`config.mk`:
```
export PLATFORM = sky130hd
export DESIGN_NAME = rfile
export DESIGN_NICKNAME = d
export VERILOG_FILES = /design/src/rtl/rfile.sv
export SDC_FILE = /design/constraint.sdc
export NUM_CORES = 2
export LEC_CHECK = 0
export CORE_ASPECT_RATIO = 1.5
export CORE_UTILIZATION = 35
export CTS_CLUSTER_DIAMETER = 150
export CTS_CLUSTER_SIZE = 24
export DETAILED_ROUTE_END_ITERATION = 10
export PLACE_DENSITY = 0.54
export REMOVE_ABC_BUFFERS = 1
export SLEW_MARGIN = 30
export SYNTH_ARGS = -nofsm -noshare
export SYNTH_HDL_FRONTEND = slang
export SYNTH_SLANG_ARGS = --single-unit
```
`constraint.sdc`:
```
create_clock -name clk -period 52.1 [get_ports clk]
set_input_delay 5.21 -clock clk [delete_from_list [all_inputs] [get_ports clk]]
set_output_delay 5.21 -clock clk [all_outputs]
set_load 0.01 [all_outputs]
```
`src/rtl/rfile.sv`:
```
// General-purpose register file: 2**ADDR_WIDTH entries, two combinational read ports,
// one synchronous write port, all entries cleared by an asynchronous active-high reset.
module rfile #(
    parameter int DATA_WIDTH = 32,
    parameter int ADDR_WIDTH = 5
) (
    input  logic                  clk,
    input  logic                  rst,
    input  logic [ADDR_WIDTH-1:0] read_reg_1,
    input  logic [ADDR_WIDTH-1:0] read_reg_2,
    input  logic                  write_en,
    input  logic [ADDR_WIDTH-1:0] write_reg,
    input  logic [DATA_WIDTH-1:0] write_data,
    output logic [DATA_WIDTH-1:0] read_data_1,
    output logic [DATA_WIDTH-1:0] read_data_2
);

    localparam int DEPTH = 1 << ADDR_WIDTH;

    logic [DATA_WIDTH-1:0] mem_q [DEPTH];
    logic [DATA_WIDTH-1:0] mem_d [DEPTH];

    // Register 0 is an ordinary entry; there is no hardwired-zero special case.
    always_comb begin
        // NOTE: the full copy of mem_q first means every element of mem_d is assigned
        // on every path, so no latch is inferred for the untouched entries.
        mem_d = mem_q;
        if (write_en) begin
            mem_d[write_reg] = write_data;
        end
    end

    // NOTE: this array is built from flops rather than a RAM macro precisely so that every
    // entry can be cleared asynchronously; outputs are therefore never X after reset.
    always_ff @(posedge clk or posedge rst) begin
        if (rst) begin
            mem_q <= '{default: '0};
        end else begin
            mem_q <= mem_d;
        end
    end

    // No write-to-read bypass: a same-index write shows up only after its clock edge.
    assign read_data_1 = mem_q[read_reg_1];
    assign read_data_2 = mem_q[read_reg_2];

endmodule

```
* After elaboration in Yosys (flattened, before gate mapping)
Cells that the tools add are included.
Operators by class: magnitude comparators 4, reductions and logical operators 1, muxes and demuxes 9, bitwise operators 3
Operator list (count):
- bitwise mux 1024 bit | 1
- binary-select mux 32 bit (select 5 bit) | 2
- demux 32 bit (select 5 bit) | 1
- two-way mux 32 bit | 5
- >= comparator 6 bit (second input constant) | 3
- inverter 5 -> 6 bit | 3
- less-than comparator 6 x 1 -> 1 bit (second input constant) | 1
- logical AND 1 bit | 1
Word-level totals: logic and storage cells 49, output and inout port bits 64, bits in registers 1024, input bits 50

* Logic depth before layout (Yosys ltp)
depth after elaboration 6, mapped depth 8, depth with buffers taken out 5

* Worst setup path before layout
Ideal clock, no wire load.
path type input to output, start point input port read_reg_2[1], end point output port read_data_2[0], path buffers 4, stages 8, setup slack 40438 ps, arrival 6452 ps, data required time 46890 ps, path through buf_2 buf_4 buf_2 buf_2 mux2i_1 nand2_1 a31oi_1 nand3_1
On the way: cells in the longest elaborated chain, start to end 4
RTL lines:
- from (decl) | RTL line 10 | input logic [ADDR_WIDTH-1:0] read_reg_2,
- inverter 5 -> 6 bit (not written as such) | RTL line 45 | assign read_data_2 = mem_q[read_reg_2];
- binary-select mux 32 bit (select 5 bit) | RTL line 45
- two-way mux 32 bit (not written as such) (2 in a row) | RTL line 45
- to (decl) | RTL line 15 | output logic [DATA_WIDTH-1:0] read_data_2
Every way passes these cells. The select of a mux whose other input is x is not followed.

* Worst setup path in the final report
start point input port read_reg_2[1], end point output port read_data_2[18]
Same word-level chain as after synthesis.

==> impl_metrics.py <==
metrics = {
    "worst_setup_path": {
        "critical_path.max_fanout": 83,
        "start_kind": "primary input",
        "end_kind": "output pin",
        "critical_path_required_ns": 46.89,
        "criticalPathCategory": "primary input to output pin",
        "critPathArrivalTime_ns": 10.04,
        "r2r_start": "mem_q[547]",
        "crit_start": "read_reg_2[1]",
    },
    "cts": {
        "cts_root_buf": "clkbuf_16",
        "cts_htree_levels": 2,
        "clock-sinks": 1024,
        "cts_setup_buffers": 0,
        "postCtsHoldBufs": 0,
        "cts_buffer_depth": 3,
        "cts_tree": "built",
        "path_clk_slew_ns": 0.10,
        "clk_latency_ns": 0.66,
        "cts_buffers": 48,
        "cts_resized": 0,
    },
    "timing": {
        "final.period_utilization": 0.2927,
        "timing.fmax_mhz": 65.58,
        "skew_ns": 0,
        "finalSetupViolCount": 0,
        "worst_slew_pin_slew_ns": 1.103,
        "layout_min_cycle_time_ns": 15.25,
        "hold_violations": 0,
        "max_slew_margin": 0.2647,
        "fin_hold_ws_ns": 0.5180,
        "rsz0062_at_grt": "no",
        "fin_setup_tns_ns": 0,
        "report.final.slew_viol_count": 0,
    },
    "place": {
        "postPlaceCellArea_um2": 58250,
        "gp_congestion": 0.7541,
        "numPortBuffers": 113,
        "dpl.hpwl_um": 92730,
    },
    "global_route": {
        "overflow": 0,
        "grt_pass1_vias": 39460,
        "antenna_found_initial": 6,
        "grt_pass1_wl_um": 264900,
        "grt_max_degree": 134,
        "grtUsageTotal": 0.2174,
    },
    "synthesis": {
        "synth-seq-area-share": 0.4558,
        "syn_inst": 4606,
        "syn_avg_cell_area_um2": 12.21,
        "yosys.area_share.simple": 0.04380,
        "ys_ff_latch": 1024,
        "syn-cell-area_um2": 56220,
        "synth_mux_area_frac": 0.3874,
        "synth_cell_types": 29,
        "synth_top_family_by_area": "multiplexers",
        "synthAdderAreaFrac": 0,
        "yosysWarnings": 0,
        "synth_xor_area_frac": 0,
        "synth_compound_area_frac": 0.06979,
    },
    "floorplanning": {
        "rows": 179,
        "dieArea_um2": 162300,
        "die_height_um": 492.9,
        "pin_count": 114,
        "start_util": 0.3536,
        "core_region_area_um2": 159000,
        "die_w_um": 329.2,
    },
    "power_and_ir_drop": {
        "powerDensity_nw_per_um2": 32.69,
        "ir_worst_vdd_mv": 0.02363,
        "p_leak_uw": 0.02751,
        "total_power_uw": 1949,
    },
    "hold_path": {
        "hp-start": "mem_q[95]",
        "holdCritPathClass": "flop to flop",
    },
    "detailed_routing": {
        "drtAntennaViolNets": 0,
        "routedWlPerCell_um": 27.50,
        "vias": 38010,
        "viasPerCell": 5.851,
        "first_iter_violations": 2706,
        "drt-pass1-iter-count": 8,
        "routed_wl_um": 178600,
        "drc": 14,
    },
    "run_status": {
        "violations": "DRC",
        "status": "finished with violations",
    },
    "final_layout": {
        "fin_nets": 4461,
        "reg_top3": "mem_q (1024)",
        "layout_common_cells": "mux2i_1 (1,024), dfrtp_1 (1,024), mux2_2 (987)",
        "largest_reg_flops": 1024,
        "top_register": "mem_q",
        "areaGrowthSynthToFinish_pct": 6.051,
        "final_layout_size_suffix_gt1_frac": 0.2745,
        "finish.instance_area_um2": 59620,
    },
    "run": {
        "drv_cap": 0,
    },
}
-- synthesized netlist by cell type, drive strengths merged --
cell type	count	share of area
a21oi	192	0.017
nand2	211	0.014
nor3b	4	0.00080
and3b	1	0.00016
dfrtp	1024	0.46
mux2i	1024	0.18
or3b	1	0.00020
nand3b	4	0.00053
inv	1	0.000067
nand2b	4	0.00045
nand3	194	0.017
and3	1	0.00011
a31oi	64	0.0071
a22o	128	0.020
clkbuf	196	0.013
and2	2	0.00022
nor2	19	0.0034
nor3	65	0.0058
or2	3	0.00033
a22oi	192	0.026
nor2b	4	0.00045
mux2	1024	0.21
buf	248	0.030
-- per-stage QoR --
step / setup WS [ns] / utilization / instances
floorplan: 18.07 / - / 4162
global placement: 36.71 / 0.3670 / 6437
detailed placement: 36.93 / 0.3663 / 6438
CTS: 36.93 / 0.3741 / 6488
global route: 36.71 / 0.3749 / 6493
finish: 36.85 / 0.3750 / 6496
-- final timing paths --
check / cells past startpoint / endpoint / slack (ns)
worst max-delay path: 10 / read_data_2[18] / 36.85
worst min-delay path: 1 / mem_q[95] / 0.52
worst max register to register: 1 / mem_q[547] / 51.29
worst min register to register: 1 / mem_q[95] / 0.52
max in group asynchronous: 5 / mem_q[664] / 44.40
min in group asynchronous: 2 / mem_q[156] / 5.11
-- critical path, stage by stage --
cell and delay, ns:
buf_8 0.60, buf_4 0.76, buf_4 0.79, buf_4 0.84
mux2i_1 0.27, a22o_1 0.17, nor3_1 0.06, a31oi_1 0.30
nand3_1 0.22, clkdlybuf4s50_1 0.54
-- kinds of logic after synthesis --
group,Yosys count
AO/OA/AOI/OAI,576
buffers and inverters,445
flip-flops,1024
multiplexers,2048
AND/OR/NAND/NOR,513
-- power breakdown --
part	internal, uW	leakage [uW]	switching, uW
logic	242	0.0138	211
clock network	169	0.000608	265
registers	949	0.0131	112
total	1360	0.0275	589
-- metal layers --
metal  part of all wire  global-route usage
met5           0.000050                   0
met4              0.030             0.06276
met3              0.047             0.02533
met2               0.48              0.3640
met1               0.44              0.2938
-- final cells by class --
type                       count  area, um^2
antenna                        4       10.01
clock buffer                  49        1226
clock inverter                 1       8.758
fill                       15420       99390
inverter                       1       11.26
multi-input combinational   3137       28290
sequential                  1024       25620
tap                         2081        2604
timing repair buffer         199        1848
No activity file was read; power rests on OpenSTA's default activity.
